**src/rtl/arith_cmd_sequencer.sv**
```systemverilog
// Command sequencer feeding the new_arithmetic stage: gathers opcode/A/B bytes, issues one
// enable cycle, captures the selected demux lane. Optional macro: ARITH_SEQ_ZERO_GUARD_EN.
module arith_cmd_sequencer (
  input  logic        clk,
  input  logic        rst,
  input  logic [7:0]  in_data,
  input  logic        in_valid,
  output logic        in_ready,
  output logic [7:0]  A,
  output logic [7:0]  B,
  output logic [1:0]  sel,
  output logic        el,
  input  logic [15:0] y1,
  input  logic [15:0] y2,
  input  logic [15:0] y3,
  input  logic [15:0] y4,
  output logic [15:0] res_data,
  output logic        res_valid,
  input  logic        res_ready,
  output logic        res_err
);

  typedef enum logic [2:0] {
    S_IDLE  = 3'd0,
    S_GET_A = 3'd1,
    S_GET_B = 3'd2,
    S_ISSUE = 3'd3,
    S_DONE  = 3'd4
  } state_t;

  state_t state, state_next;

  logic        accept;
  logic        op_legal;
  logic        guard_on_b;
  logic        guard_now;
  logic [15:0] lane;

  assign accept   = in_valid && in_ready;
  assign op_legal = (in_data[7:2] == 6'd0);

`ifdef ARITH_SEQ_ZERO_GUARD_EN
  // guard_on_b looks at the incoming B byte so el can be suppressed for the ISSUE cycle itself
  assign guard_on_b = (sel == 2'b11) && (in_data == 8'd0);
  assign guard_now  = (sel == 2'b11) && (B == 8'd0);
`else
  assign guard_on_b = 1'b0;
  assign guard_now  = 1'b0;
`endif

  always_comb begin
    lane = y1;
    case (sel)
      2'b00: lane = y1;
      2'b01: lane = y2;
      2'b10: lane = y3;
      2'b11: lane = y4;
      default: lane = y1;
    endcase
  end

  always_ff @(posedge clk or posedge rst) begin
    if (rst) state <= S_IDLE;
    else     state <= state_next;
  end

  always_comb begin
    state_next = state;
    case (state)
      S_IDLE:  if (accept && op_legal) state_next = S_GET_A;
      S_GET_A: if (accept) state_next = S_GET_B;
      S_GET_B: if (accept) state_next = S_ISSUE;
      S_ISSUE: state_next = S_DONE;
      S_DONE:  if (res_ready) state_next = S_IDLE;
      default: state_next = S_IDLE;
    endcase
  end

  always_comb begin
    in_ready = (state == S_IDLE) || (state == S_GET_A) || (state == S_GET_B);
  end

  always_ff @(posedge clk or posedge rst) begin
    if (rst) begin
      A         <= 8'd0;
      B         <= 8'd0;
      sel       <= 2'd0;
      el        <= 1'b1;
      res_data  <= 16'd0;
      res_valid <= 1'b0;
      res_err   <= 1'b0;
    end else begin
      el <= 1'b1;
      case (state)
        S_IDLE:  if (accept && op_legal) sel <= in_data[1:0];
        S_GET_A: if (accept) A <= in_data;
        S_GET_B: if (accept) begin
          B  <= in_data;
          el <= guard_on_b;
        end
        S_ISSUE: begin
          res_data  <= guard_now ? 16'hFFFF : lane;
          res_err   <= guard_now;
          res_valid <= 1'b1;
        end
        S_DONE:  if (res_ready) res_valid <= 1'b0;
        default: ;
      endcase
    end
  end

endmodule

```
**config.mk**
```make
export PLATFORM = sky130hd
export DESIGN_NAME = arith_cmd_sequencer
export DESIGN_NICKNAME = d
export VERILOG_FILES = /design/src/rtl/arith_cmd_sequencer.sv
export SDC_FILE = /design/constraint.sdc
export NUM_CORES = 1
export LEC_CHECK = 0
export ABC_AREA = 1
export BUFFER_PORTS_ARGS = -buffer_cell sky130_fd_sc_hd__buf_2
export CORE_MARGIN = 2
export CORE_UTILIZATION = 39
export DETAILED_ROUTE_END_ITERATION = 6
export PLACE_DENSITY = 0.81
export SLEW_MARGIN = 40
export SYNTH_ARGS = -nofsm -noshare
export SYNTH_HDL_FRONTEND = slang
export SYNTH_SLANG_ARGS = --single-unit
```
**constraint.sdc**
```tcl
create_clock -name clk -period 1.1 [get_ports clk]
set_input_delay 0.165 -clock clk [delete_from_list [all_inputs] [get_ports clk]]
set_output_delay 0.165 -clock clk [all_outputs]
set_load 0.01 [all_outputs]
```
# ---- Yosys cells after proc, flatten, opt, wreduce, memory -nomap -nowiden
# Index checks and enable logic that the tools add are counted.
dict set report op_classes {
  n_eq_ne 11
  muxes 10
  reduce_logical 13
}
# op count
set op_table {}
lappend op_table {{16-bit case mux with 4 select lines} 1}
lappend op_table {{3-bit case mux with 5 select lines} 1}
lappend op_table {{3-bit 2-to-1 mux} 4}
lappend op_table {{2-bit AND reduction} 4}
lappend op_table {{3-bit by 2-bit == test with 1-bit output (second input constant)} 2}
lappend op_table {{6-bit zero test} 1}
lappend op_table {{2-bit inequality test (second input constant)} 3}
lappend op_table {{2-bit == test (second input constant)} 2}
lappend op_table {{4-bit AND reduction} 1}
lappend op_table {{3-bit by 1-bit == test with 1-bit output (second input constant)} 1}
lappend op_table {{3-bit == test (second input constant)} 1}
lappend op_table {{3-bit zero test} 1}
lappend op_table {{1-bit 2-to-1 mux} 3}
lappend op_table {{2-bit by 1-bit == test with 1-bit output (second input constant)} 1}
lappend op_table {{1-bit logical AND} 2}
lappend op_table {{2-bit zero test} 1}
lappend op_table {{1-bit logical OR} 2}
lappend op_table {{2-bit by 1-bit inequality test with 1-bit output (second input constant)} 1}
lappend op_table {{1-bit case mux with 2 select lines} 1}
lappend op_table {{2-bit nonzero test} 1}
dict set report totals {
  regBits 39
  inputBits 76
  out_inout_bits 38
  wordCells 41
}

# ---- Depth between registers and ports, before layout
# Gate-level depths: netlist of run 1.
dict set report depth {
  word_depth 7
  ltp_mapped 8
  ltp_nobuf 7
}

# ---- Least setup slack after synthesis of run 1
# Ideal clock, no wire load.
dict set report synth_path {
  path_kind {reg-to-reg}
  startpoint {register state[2]}
  endpoint {register B[6]}
  arrival_time_ps 1080
  t_required_ps 974
  slack_ps -106
  stages_incl_launch_ff 8
  path_buffers 1
  path_cell_list {dfrtp_1 > nor2_1 > nand2_1 > inv_1 > nand2_2 > clkbuf_8 > nand2_1 > o21ai_0}
}
dict set report synth_via {
  elab_chain_len 5
  word_cells_on_any_way 7
  cone_classes {2 x eq/ne; 5 x reduce/logical}
}
# element line
set synth_rtl {}
lappend synth_rtl {{from (decl)} 31} ;# state_t state, state_next;
lappend synth_rtl {{from (signal assigned)} 64} ;# else state <= state_next;
lappend synth_rtl {{3-bit by 1-bit == test with 1-bit output or 3-bit zero test (tied branches)} 80} ;# in_ready = (state == S_IDLE) || (state == S_GET_A) || (state == S_GET_B);
lappend synth_rtl {{1-bit logical OR (2 in series)} 80}
lappend synth_rtl {{1-bit logical AND} 39} ;# assign accept = in_valid && in_ready;
lappend synth_rtl {{2-bit AND reduction (no line) *} n/a}
lappend synth_rtl {{to (signal assigned)} 98} ;# B <= in_data;
lappend synth_rtl {{to (decl)} 10} ;# output logic [7:0] B,
# Mark *: on every way between the ends. The rest lies on a longest branch, timed or not.
# A chain may end at the register's enable or synchronous reset.

# ---- Worst setup path in the final report of run 1
dict set report layout_path {
  startpoint {register state[0]}
  endpoint {output in_ready}
}
dict set report layout_via {
  elab_chain_len 3
  word_cells_on_any_way 5
  cone_classes {2 x eq/ne; 3 x reduce/logical}
}
# element line
set layout_rtl {}
lappend layout_rtl {{3-bit by 1-bit == test with 1-bit output or 3-bit zero test (tied branches)} 80}
lappend layout_rtl {{1-bit logical OR} 80}
lappend layout_rtl {{1-bit logical OR *} 80}
lappend layout_rtl {{to (decl)} 8} ;# output logic in_ready,
# Marks and branches as above.

==> impl_metrics.yaml, run 1 <==
clocking:
  clkTransAtPathRegs_ns: 0.08
  clk_latency_ns: 0.29
  ctsRootBufferMaster: "clkbuf_8"
  clkSinkCount: 39
  h-tree-depth: 2
  cts-buffers-inserted: 5
  cts_tree: "done"
  clockBufferDepth: 2
synth:
  ys_types: 18
  async_reset_ff_share_pct: 100
  yosysMostFrequentCell: "nand2_1"
  synth_top_area_share_pct: 48.1
  netlist_area_um2: 1980
  synth-simple-area-share_pct: 37.1
  synth.mux.area_fraction_pct: 0
  ys_warn_count: 0
  syn_nets: 344
  synthTopCellsByArea: "dfrtp_1 48%, nand2_1 28%, nand4_1 5.1%, o21ai_0 5.1%, inv_1 3.8%"
  synth_cells: 268
  synthXorXnorAreaFrac_pct: 0
  syn_avg_cell_area_um2: 7.38
  ys_ff_latch: 39
  yosysTopAreaCell: "dfrtp_1"
  yosys.area_share.adder_pct: 0
  synth_compound_area_share_pct: 5.57
  seq_area_frac_synth_pct: 49.4
  synth_edf_count: 0
  ys.flop_type: "dfrtp_1"
  synth_top_family_by_area: "simple AND/OR/NAND/NOR gates"
  synth_commonest_cells: "145 x nand2_1, 38 x dfrtp_1, 20 x inv_1, 20 x o21ai_0, 16 x nand4_1"
timing:
  finalSetupViolCount: 39
  hold_viol_final: 0
  rsz0062_at_grt: "yes"
  maxSlewViolCount: 0
  max_freq_mhz: 777
  fin_crit_ns: 1.29
  layout_setup_ws_ns: -0.187
  setup_tns_ns: -4.26
  clock_skew_ns: 0.00693
  min_period_over_period_pct: 117
power:
  power_density_nw_per_um2: 2410
  p_leak_nw: 1.68
  vdd_drop_max_mv: 1.16
worst_setup_path:
  worstPathArrival_ns: 1.12
  cp-end-kind: "primary output"
  max_stage_delay_ns: 0.45
  slowest_stage: "dfrtp_2"
  crit_path_cell_trace: "a21oi_2 -> buf_4 -> buf_6"
  critPathKind: "flip-flop to primary output"
  required_ns: 0.94
  crit_path_start_kind: "flip-flop"
  cp_max_fo: 4
final_layout:
  area_delta_synth_final_pct: 57.5
  drive_gt1_share_pct: 46.7
  num-nets-final: 480
  instances_no_fill: 472
  final_util_pct: 64.6
  antenna_cells: 0
placed_design:
  dp.cells: 449
  pre_cts_ws_ns: -0.202
  gp_congestion: 0.877
  numPortBuffers: 112
  dpl.hpwl_um: 4200
route:
  drtIter0Drc: 128
  ant_nets: 0
  detail_route.wl_per_cell_um: 13.1
  wirelength_um: 6160
  vias: 2275
  drc: 0
  viasPerCell: 4.82
  first_pass_iters: 4
die:
  initial_utilization_pct: 41.0
  die_h_um: 75.2
  ioPinCount: 114
  design.die.area_um2: 5650
  fp.dieW_um: 75.2
  core-area_um2: 4820
  num_rows: 25
global_route:
  grt_overflow: 0
  antenna_found_initial: 0
  grt_pass1_wl_um: 9210
  first_global_vias: 2108
  grt_max_degree: 40
  grt_usage_pct: 21.9
job:
  cap_violations: 0
outcome:
  status: "finished with violations"
  violations: "negative setup slack"
hold_path:
  hold_path.class: "input pin to flip-flop"
-- metal layers --
| layer | GRT usage, % | share of wire [%] | routed length, um |
|---|---|---|---|
| met3 | 4.42 | 5.5 | 341 |
| met2 | 37.4 | 52 | 3210 |
| met4 | 9.75 | 1.3 | 81 |
| met1 | 26.7 | 41 | 2530 |
| met5 | 0 | 0 | 0 |
-- worst max-delay path: cells and delay by family, from the launching register on --
family / cells / cell delay (ns)
DFF: 1 / 0.45
AOI/OAI and AO/OA: 1 / 0.16
buffers and inverters: 2 / 0.22
-- final timing paths --
kind                       slack [ns]  cells after the start                     from                      end
max                             -0.19                      3     state[0]$_DFFE_PP0P_                 in_ready
min                              0.12                      3               in_data[1]       sel[1]$_DFFE_PP0P_
max reg2reg                     -0.17                      7     state[0]$_DFFE_PP0P_  res_data[1]$_DFFE_PP0P_
min reg2reg                      0.47                      2  res_data[7]$_DFFE_PP0P_  res_data[7]$_DFFE_PP0P_
max in group asynchronous        0.39                      4                      rst             el$_DFF_PP1_
min in group asynchronous        0.46                      4                      rst         B[0]$_DFFE_PP0P_
-- through the flow --
step	power [W]	area, um^2	hold WS, ns
after floorplan	0.00438	1990	0.273
after global placement	0.00564	2690	0.230
after CTS	0.00713	2940	0.0913
after detailed placement	0.00577	2690	0.236
after global routing	0.00809	3110	0.138
final	0.00751	3110	0.122
-- cell families after synthesis --
logic type	count (synthesis)
compound gates	22
buf+inv	31
simple gates	175
flops	39
other cells	1
-- report_power, final --
part | switching, W | leakage [nW] | total [W] | internal (W)
Combinational | 0.00223 | 1.16 | 0.00404 | 0.00181
Sequential | 0.000420 | 0.470 | 0.00253 | 0.00211
Clock | 0.000507 | 0.0477 | 0.000940 | 0.000434
-- layout make-up --
class / count / area (um^2)
Clock buffer: 5 / 68.8
Tap cell: 67 / 83.8
Inverter: 22 / 97.6
Sequential cell: 39 / 983
Clock inverter: 3 / 15.0
Timing Repair Buffer: 135 / 863
Fill cell: 406 / 1700
Multi-Input combinational cell: 200 / 993
Timing Repair inverter: 1 / 8.76
-- state kept, by name, indices dropped and copies added, names as in the netlist --
| register | count |
|---|---|
| state | 3 |
| res_valid | 1 |
| A | 8 |
| res_data | 16 |
| B | 8 |
| el | 1 |
| sel | 2 |
-- placed cells by master, fill, tap and decap left out, types with 10 or more instances in the layout --
cell type  Yosys  routed
nand2_1      145     131
buf_2          3     110
dfrtp_1       38      33
o21ai_1        0      17
nand4_1       16      16
nand2_2        1      14
inv_1         20      13
buf_4          4      10
-- timing repair --
action / in CTS / in global routing
hold endpoints to repair: 38 / 0
hold buffers: 1 / 0
setup endpoints to repair: 39 / 41
pin swaps: 8 / 16
gates resized for setup: 33 / 35
gates cloned: 2 / 2
buffers inserted: 5 / 5
No activity file was read; power rests on OpenSTA's default activity.
==> inputs of run 2 (changes only) <==
--- a/config.mk
+++ b/config.mk
@@ -6,11 +6,12 @@
 export NUM_CORES = 1
 export LEC_CHECK = 0
 export ABC_AREA = 1
-export BUFFER_PORTS_ARGS = -buffer_cell sky130_fd_sc_hd__buf_2
 export CORE_MARGIN = 2
-export CORE_UTILIZATION = 39
+export CORE_UTILIZATION = 45
 export DETAILED_ROUTE_END_ITERATION = 6
-export PLACE_DENSITY = 0.81
+export DONT_BUFFER_PORTS = 1
+export GPL_ROUTABILITY_DRIVEN = 0
+export PLACE_DENSITY = 0.68
 export SLEW_MARGIN = 40
 export SYNTH_ARGS = -nofsm -noshare
 export SYNTH_HDL_FRONTEND = slang
==> run 2 against run 1 <==
Compared with the run above: setup slack better by 0.00090 ns; flip-flop and latch count unchanged; critical path type is now flip-flop to flip-flop; maximum frequency barely moved; clock skew shrank 0.0033 ns; count of clock-buffer cells in the layout grew 3; highest routed layer unchanged; wire length decreased by 14%; largest cell class is now sequential cells; the flow still finishes with violations (negative setup slack); total power fell by 9.7%; register-to-register slack got worse by 0.02 ns.
==> impl_metrics.yaml, run 2 (synthesis gave the netlist of run 1 again) <==
outcome:
  status: "finished with violations"
  violations: "negative setup slack"
route:
  drc: 0
  routed-wl-met3_um: 395
  drtIter0Drc: 129
  highest_layer: "met4"
  route.met2.wl_um: 2620
  vias: 1892
  ant_nets: 0
  viasPerCell: 5.48
  detail_route.wl_per_cell_um: 15.3
  first_pass_iters: 4
  wirelength_um: 5280
  wl_met1_um: 2180
placed_design:
  numPortBuffers: 0
  dpl.hpwl_um: 3400
  post_dp_cell_area_um2: 2040
power:
  power_switching_w: 0.00287
  p_leak_nw: 1.26
  p_total_w: 0.00678
  combPwrFrac_pct: 41.6
  vdd_drop_max_mv: 1.03
  seqPwrFrac_pct: 42.7
  p_int_w: 0.00391
  power_density_nw_per_um2: 2680
  p_sw_share_pct: 42.3
  clkPwrFrac_pct: 15.7
die:
  ioPinCount: 114
  design.die.area_um2: 4940
  die_h_um: 70.3
  core-area_um2: 4290
  fp.dieW_um: 70.3
  num_rows: 24
  initial_utilization_pct: 46.0
job:
  cap_violations: 0
hold_path:
  min_from: "in_data[0]"
  hold_path.class: "input pin to flip-flop"
timing:
  hold_viol_final: 0
  maxSlewViolCount: 0
  clock_skew_ns: 0.00361
  rsz0062_at_grt: "yes"
  min_period_over_period_pct: 117
  max_freq_mhz: 777
  layout_setup_ws_ns: -0.186
  holdWs_ns: 0.0144
  fin_crit_ns: 1.29
  setup_tns_ns: -3.60
  finalSetupViolCount: 40
global_route:
  grt_usage_pct: 21.6
  grt_max_degree: 40
  antenna_found_initial: 0
  grt_pass1_wl_um: 8530
  grt_overflow: 0
  first_global_vias: 1839
worst_setup_path:
  worstPathArrival_ns: 1.52
  critPathKind: "flip-flop to flip-flop"
  crit_path_start_kind: "flip-flop"
  cp_max_fo: 7
  r2r_start: "state[2]$_DFFE_PP0P_"
  crit_start: "state[2]$_DFFE_PP0P_"
  required_ns: 1.33
  cp-end-kind: "flip-flop"
clocking:
  h-tree-depth: 2
  clk_latency_ns: 0.29
  ctsRootBufferMaster: "clkbuf_8"
  cts_tree: "done"
  cts-buffers-inserted: 5
  clockBufferDepth: 2
  clkSinkCount: 39
  clkTransAtPathRegs_ns: 0.07
final_layout:
  register_area_um2: 982
  multi_input_area_um2: 982
  reg_top3: "res_data (16), A (8), B (8)"
  final_util_pct: 58.9
  fin_area_um2: 2530
  regMostFlops: "res_data"
  antenna_cells: 0
  num-nets-final: 368
  fillers: 406
  drive_gt1_share_pct: 24.2
  area_delta_synth_final_pct: 28.0
  largest_reg_flops: 16
  layout_commonest_cell: "nand2_1"
  final_cell_mix: "128 x nand2_1, 34 x dfrtp_1, 16 x nand4_1, 13 x inv_1"
run 2: cell count changes in the layout (fill, tap and decap cells not counted), moves of 6 or more:
| cell | previous run | this run |
|---|---|---|
| nand2_4 | 1 | 7 |
| buf_2 | 110 | 0 |
| o21ai_1 | 17 | 11 |
| o21ai_0 | 0 | 8 |
run 2: final cells by class:
type,instances,share of cell area (%)
Timing Repair inverter,1,0.346
Tap cell,52,2.57
Clock buffer,8,3.96
Timing Repair Buffer,24,11.6
Sequential cell,39,38.8
Inverter,22,3.91
Multi-Input combinational cell,199,38.8
run 2: metrics by stage:
step / worst slack, ns / instances
final: -0.186 / 345
after global routing: -0.237 / 345
after CTS: -0.166 / 337
after detailed placement: -0.171 / 318
after global placement: -0.155 / 318
after floorplan: -0.0987 / 268
run 2: critical path, stage by stage, from the launching register on:
cell       delay (ns)
dfrtp_2          0.45
buf_6            0.13
nor3_4           0.16
buf_6            0.19
clkbuf_16        0.19
nand2_4          0.05
nand2_2          0.06
run 2: final timing paths:
path                            depth (start not counted)  slack, ns                       end
worst max-delay path                                    6      -0.19   res_data[5]$_DFFE_PP0P_
worst min-delay path                                    2       0.01        sel[0]$_DFFE_PP0P_
worst max register to register                          6      -0.19   res_data[5]$_DFFE_PP0P_
worst min register to register                          2       0.54  res_data[10]$_DFFE_PP0P_
max in group asynchronous                               3       0.48              el$_DFF_PP1_
min in group asynchronous                               3       0.37          A[6]$_DFFE_PP0P_
run 2: timing repair:
item	in CTS	in global routing
endpoints found under the hold margin	41	0
pin swaps	6	28
buffers inserted	6	6
resized for setup	22	39
gates cloned	1	2
hold buffers	4	0
endpoints found under the setup margin	39	39
run 2: metal layers:
| layer | up-vias | global-route usage (%) |
|---|---|---|
| li1 | 891 | - |
| met1 | 904 | 27.6 |
| met2 | 86 | 34.2 |
| met3 | 11 | 6.93 |
| met4 | 0 | 8.12 |
| met5 | - | 0 |
run 2: power groups by stage:
| stage | clock (W) | sequential [W] | combinational [W] |
|---|---|---|---|
| 2_1_floorplan | 0 | 0.00279 | 0.00159 |
| 3_3_place_gp | 0 | 0.00292 | 0.00188 |
| 3_5_place_dp | 0 | 0.00292 | 0.00195 |
| 4_1_cts | 0.00108 | 0.00291 | 0.00233 |
| 5_1_grt | 0.00115 | 0.00298 | 0.00321 |
| 6_report | 0.00106 | 0.00289 | 0.00283 |
==> inputs of run 3 (changes only) <==
--- a/config.mk
+++ b/config.mk
@@ -5,7 +5,6 @@
 export SDC_FILE = /design/constraint.sdc
 export NUM_CORES = 1
 export LEC_CHECK = 0
-export ABC_AREA = 1
 export CORE_MARGIN = 2
 export CORE_UTILIZATION = 45
 export DETAILED_ROUTE_END_ITERATION = 6
==> run 3 against run 2 <==
Compared with the run above: the run still ends with negative setup slack left; clock skew up 0.0017 ns; sequential power increased by 4%; hold slack gained 0.0012 ns; critical path depth fell by 3; global-route usage decreased by 3.4 points; cell count is 41% lower; total power is 4.7% higher; non-clock buffer count rose by 5; clock power rose by 33%; wire length shrank 19%; final area is 0.99% higher.
==> impl_metrics.yaml, run 3 <==
outcome:
  status: "finished with violations"
  violations: "negative setup slack"
power:
  p_int_w: 0.00489
  combPwrFrac_pct: 37.9
  power_switching_w: 0.00222
  vdd_drop_max_mv: 1.05
  p_total_w: 0.00711
  power_density_nw_per_um2: 2780
  clkPwrFrac_pct: 19.9
  p_sw_share_pct: 31.2
  seqPwrFrac_pct: 42.2
  p_leak_nw: 1.11
clocking:
  clk_latency_ns: 0.28
  ctsRootBufferMaster: "clkbuf_8"
  cts-buffers-inserted: 5
  clockBufferDepth: 2
  h-tree-depth: 2
  clkTransAtPathRegs_ns: 0.08
  cts_tree: "done"
  clkSinkCount: 39
synth:
  yosysMostFrequentCell: "dfrtp_1"
  synth_edf_count: 0
  yosysTopAreaCell: "dfrtp_1"
  synth_compound_area_share_pct: 1.21
  ys.flop_type: "dfrtp_1"
  synthXorXnorAreaFrac_pct: 0
  netlist_area_um2: 1970
  async_reset_ff_share_pct: 100
  synth-simple-area-share_pct: 5.21
  ys_types: 26
  synth_top_area_share_pct: 48.3
  yosys.area_share.adder_pct: 0
  ys_warn_count: 0
  synth.mux.area_fraction_pct: 39.7
  seq_area_frac_synth_pct: 49.7
  syn_nets: 198
  syn_avg_cell_area_um2: 16.1
  synthTopCellsByArea: "dfrtp_1 48%, mux2_2 20%, mux4_2 10%, mux4_1 9.3%, dfstp_2 1.3%"
  synth_commonest_cells: "38 x dfrtp_1, 35 x mux2_2, 9 x mux4_2"
  synth_top_family_by_area: "multiplexers"
  synth_cells: 122
  ys_ff_latch: 39
placed_design:
  dp.cells: 185
  pre_cts_ws_ns: -0.362
  dpl.hpwl_um: 3070
  numPortBuffers: 0
  post_dp_cell_area_um2: 2250
final_layout:
  drive_gt1_share_pct: 68.7
  layout_commonest_cell: "dfrtp_1"
  final_cell_mix: "35 x dfrtp_1, 29 x mux2_4, 16 x mux4_2, 13 x buf_6, 11 x buf_4"
  reg_top3: "res_data (16), A (8), B (8)"
  antenna_cells: 0
  largest_reg_flops: 16
  instances_no_fill: 202
  fin_area_um2: 2550
  fillers: 313
  num-nets-final: 225
  area_delta_synth_final_pct: 29.8
  regMostFlops: "res_data"
worst_setup_path:
  worstPathArrival_ns: 1.63
  r2r_slack_ns: -0.37
  endpoint: "res_data[15]$_DFFE_PP0P_"
  reg2reg_depth: 3
  r2r_end: "res_data[15]$_DFFE_PP0P_"
  required_ns: 1.27
  crit_path_start_kind: "flip-flop"
  crit_start: "sel[0]$_DFFE_PP0P_"
  critPathKind: "flip-flop to flip-flop"
  cp_max_fo: 5
  r2r_start: "sel[0]$_DFFE_PP0P_"
  cp-end-kind: "flip-flop"
route:
  ant_nets: 0
  first_pass_iters: 2
  detail_route.wl_per_cell_um: 21.3
  drtIter0Drc: 80
  vias: 1198
  viasPerCell: 5.93
  drc: 0
  wirelength_um: 4290
hold_path:
  hold_path.class: "input pin to flip-flop"
die:
  die_h_um: 70.1
  ioPinCount: 114
  initial_utilization_pct: 45.8
  core-area_um2: 4290
  fp.dieW_um: 70.1
  design.die.area_um2: 4920
  num_rows: 24
timing:
  maxSlewViolCount: 0
  layout_setup_ws_ns: -0.367
  fin_crit_ns: 1.47
  holdWs_ns: 0.0156
  hold_viol_final: 0
  clock_skew_ns: 0.00526
  finalSetupViolCount: 40
  min_period_over_period_pct: 133
  rsz0062_at_grt: "yes"
  max_freq_mhz: 681
global_route:
  antenna_found_initial: 0
  grt_overflow: 0
  grt_pass1_wl_um: 6890
  grt_max_degree: 28
  grt_usage_pct: 18.2
  first_global_vias: 1335
job:
  cap_violations: 0
[run 3: cell count changes in the layout (fill, tap and decap cells not counted), moves of 5 or more]
cell     before  now
inv_1        13    2
inv_2         5    0
nand2_1     128    1
o21ai_1      11    0
mux2_2        0    6
o21ai_0       8    0
nand4_1      16    1
nand2_4       7    0
buf_6         6   13
mux2_4        0   29
nand2_2      11    1
mux4_2        0   16
[run 3: power groups by stage]
| stage | clock network (W) | registers (W) | logic (W) |
|---|---|---|---|
| floorplan | 0 | 0.00281 | 0.00175 |
| global placement | 0 | 0.00297 | 0.00209 |
| detailed placement | 0 | 0.00299 | 0.00216 |
| CTS | 0.00144 | 0.00299 | 0.00247 |
| global route | 0.00150 | 0.00308 | 0.00290 |
| finish | 0.00141 | 0.00300 | 0.00270 |
[run 3: layer usage]
layer	global-route usage, %	routed length, um	vias to the layer above
li1	-	-	512
met1	22.5	1710	615
met2	29.9	2180	66
met3	6.35	359	5
met4	6.20	40	0
met5	0	0	-
[run 3: metrics by stage]
step | TNS (ns) | util [%]
CTS | -11.04 | 58.0
detailed placement | -10.19 | 52.3
finish | -11.26 | 59.5
global placement | -9.78 | 52.3
floorplan | -10.99 | -
global route | -13.13 | 59.5
[run 3: kinds of logic after synthesis]
logic type	count (synthesis)
buf+inv	11
other cells	1
mux	51
compound gates	4
simple gates	16
flops	39
[run 3: cell type report]
cell class | count | area, um^2 | area share (%)
Multi-Input combinational cell | 72 | 1050 | 40.9
Sequential cell | 39 | 981 | 38.4
Timing Repair Buffer | 29 | 319 | 12.5
Clock buffer | 5 | 68.8 | 2.69
Clock inverter | 3 | 67.6 | 2.64
Tap cell | 52 | 65.1 | 2.55
Inverter | 2 | 7.51 | 0.294
[run 3: worst max-delay path, stage by stage (launching register included)]
cell and delay [ns]:
dfrtp_2 0.43, buf_6 0.15, mux4_2 0.49, mux2_4 0.28
[run 3: repair_timing]
item | 4_1_cts | 5_1_grt
cloned | 2 | 0
buffers inserted | 7 | 4
hold endpoints to repair | 38 | 0
resized for setup | 27 | 18
endpoints found under the setup margin | 39 | 42
pin swaps | 5 | 6
hold buffers | 1 | 0
[run 3: worst min-delay path by stage]
| stage | start | endpoint | slack [ns] | cells after the start |
|---|---|---|---|---|
| 2_1_floorplan | in_data[0] | B[0]$_DFFE_PP0P_ | 0.31 | 1 |
| 3_3_place_gp | rst | res_data[6]$_DFFE_PP0P_ | 0.08 | 2 |
| 3_5_place_dp | rst | res_data[6]$_DFFE_PP0P_ | 0.08 | 2 |
| 4_1_cts | in_data[4] | A[4]$_DFFE_PP0P_ | 0.01 | 1 |
| 5_1_grt | in_data[3] | A[3]$_DFFE_PP0P_ | 0.006 | 1 |
| 6_report | in_data[4] | A[4]$_DFFE_PP0P_ | 0.02 | 1 |
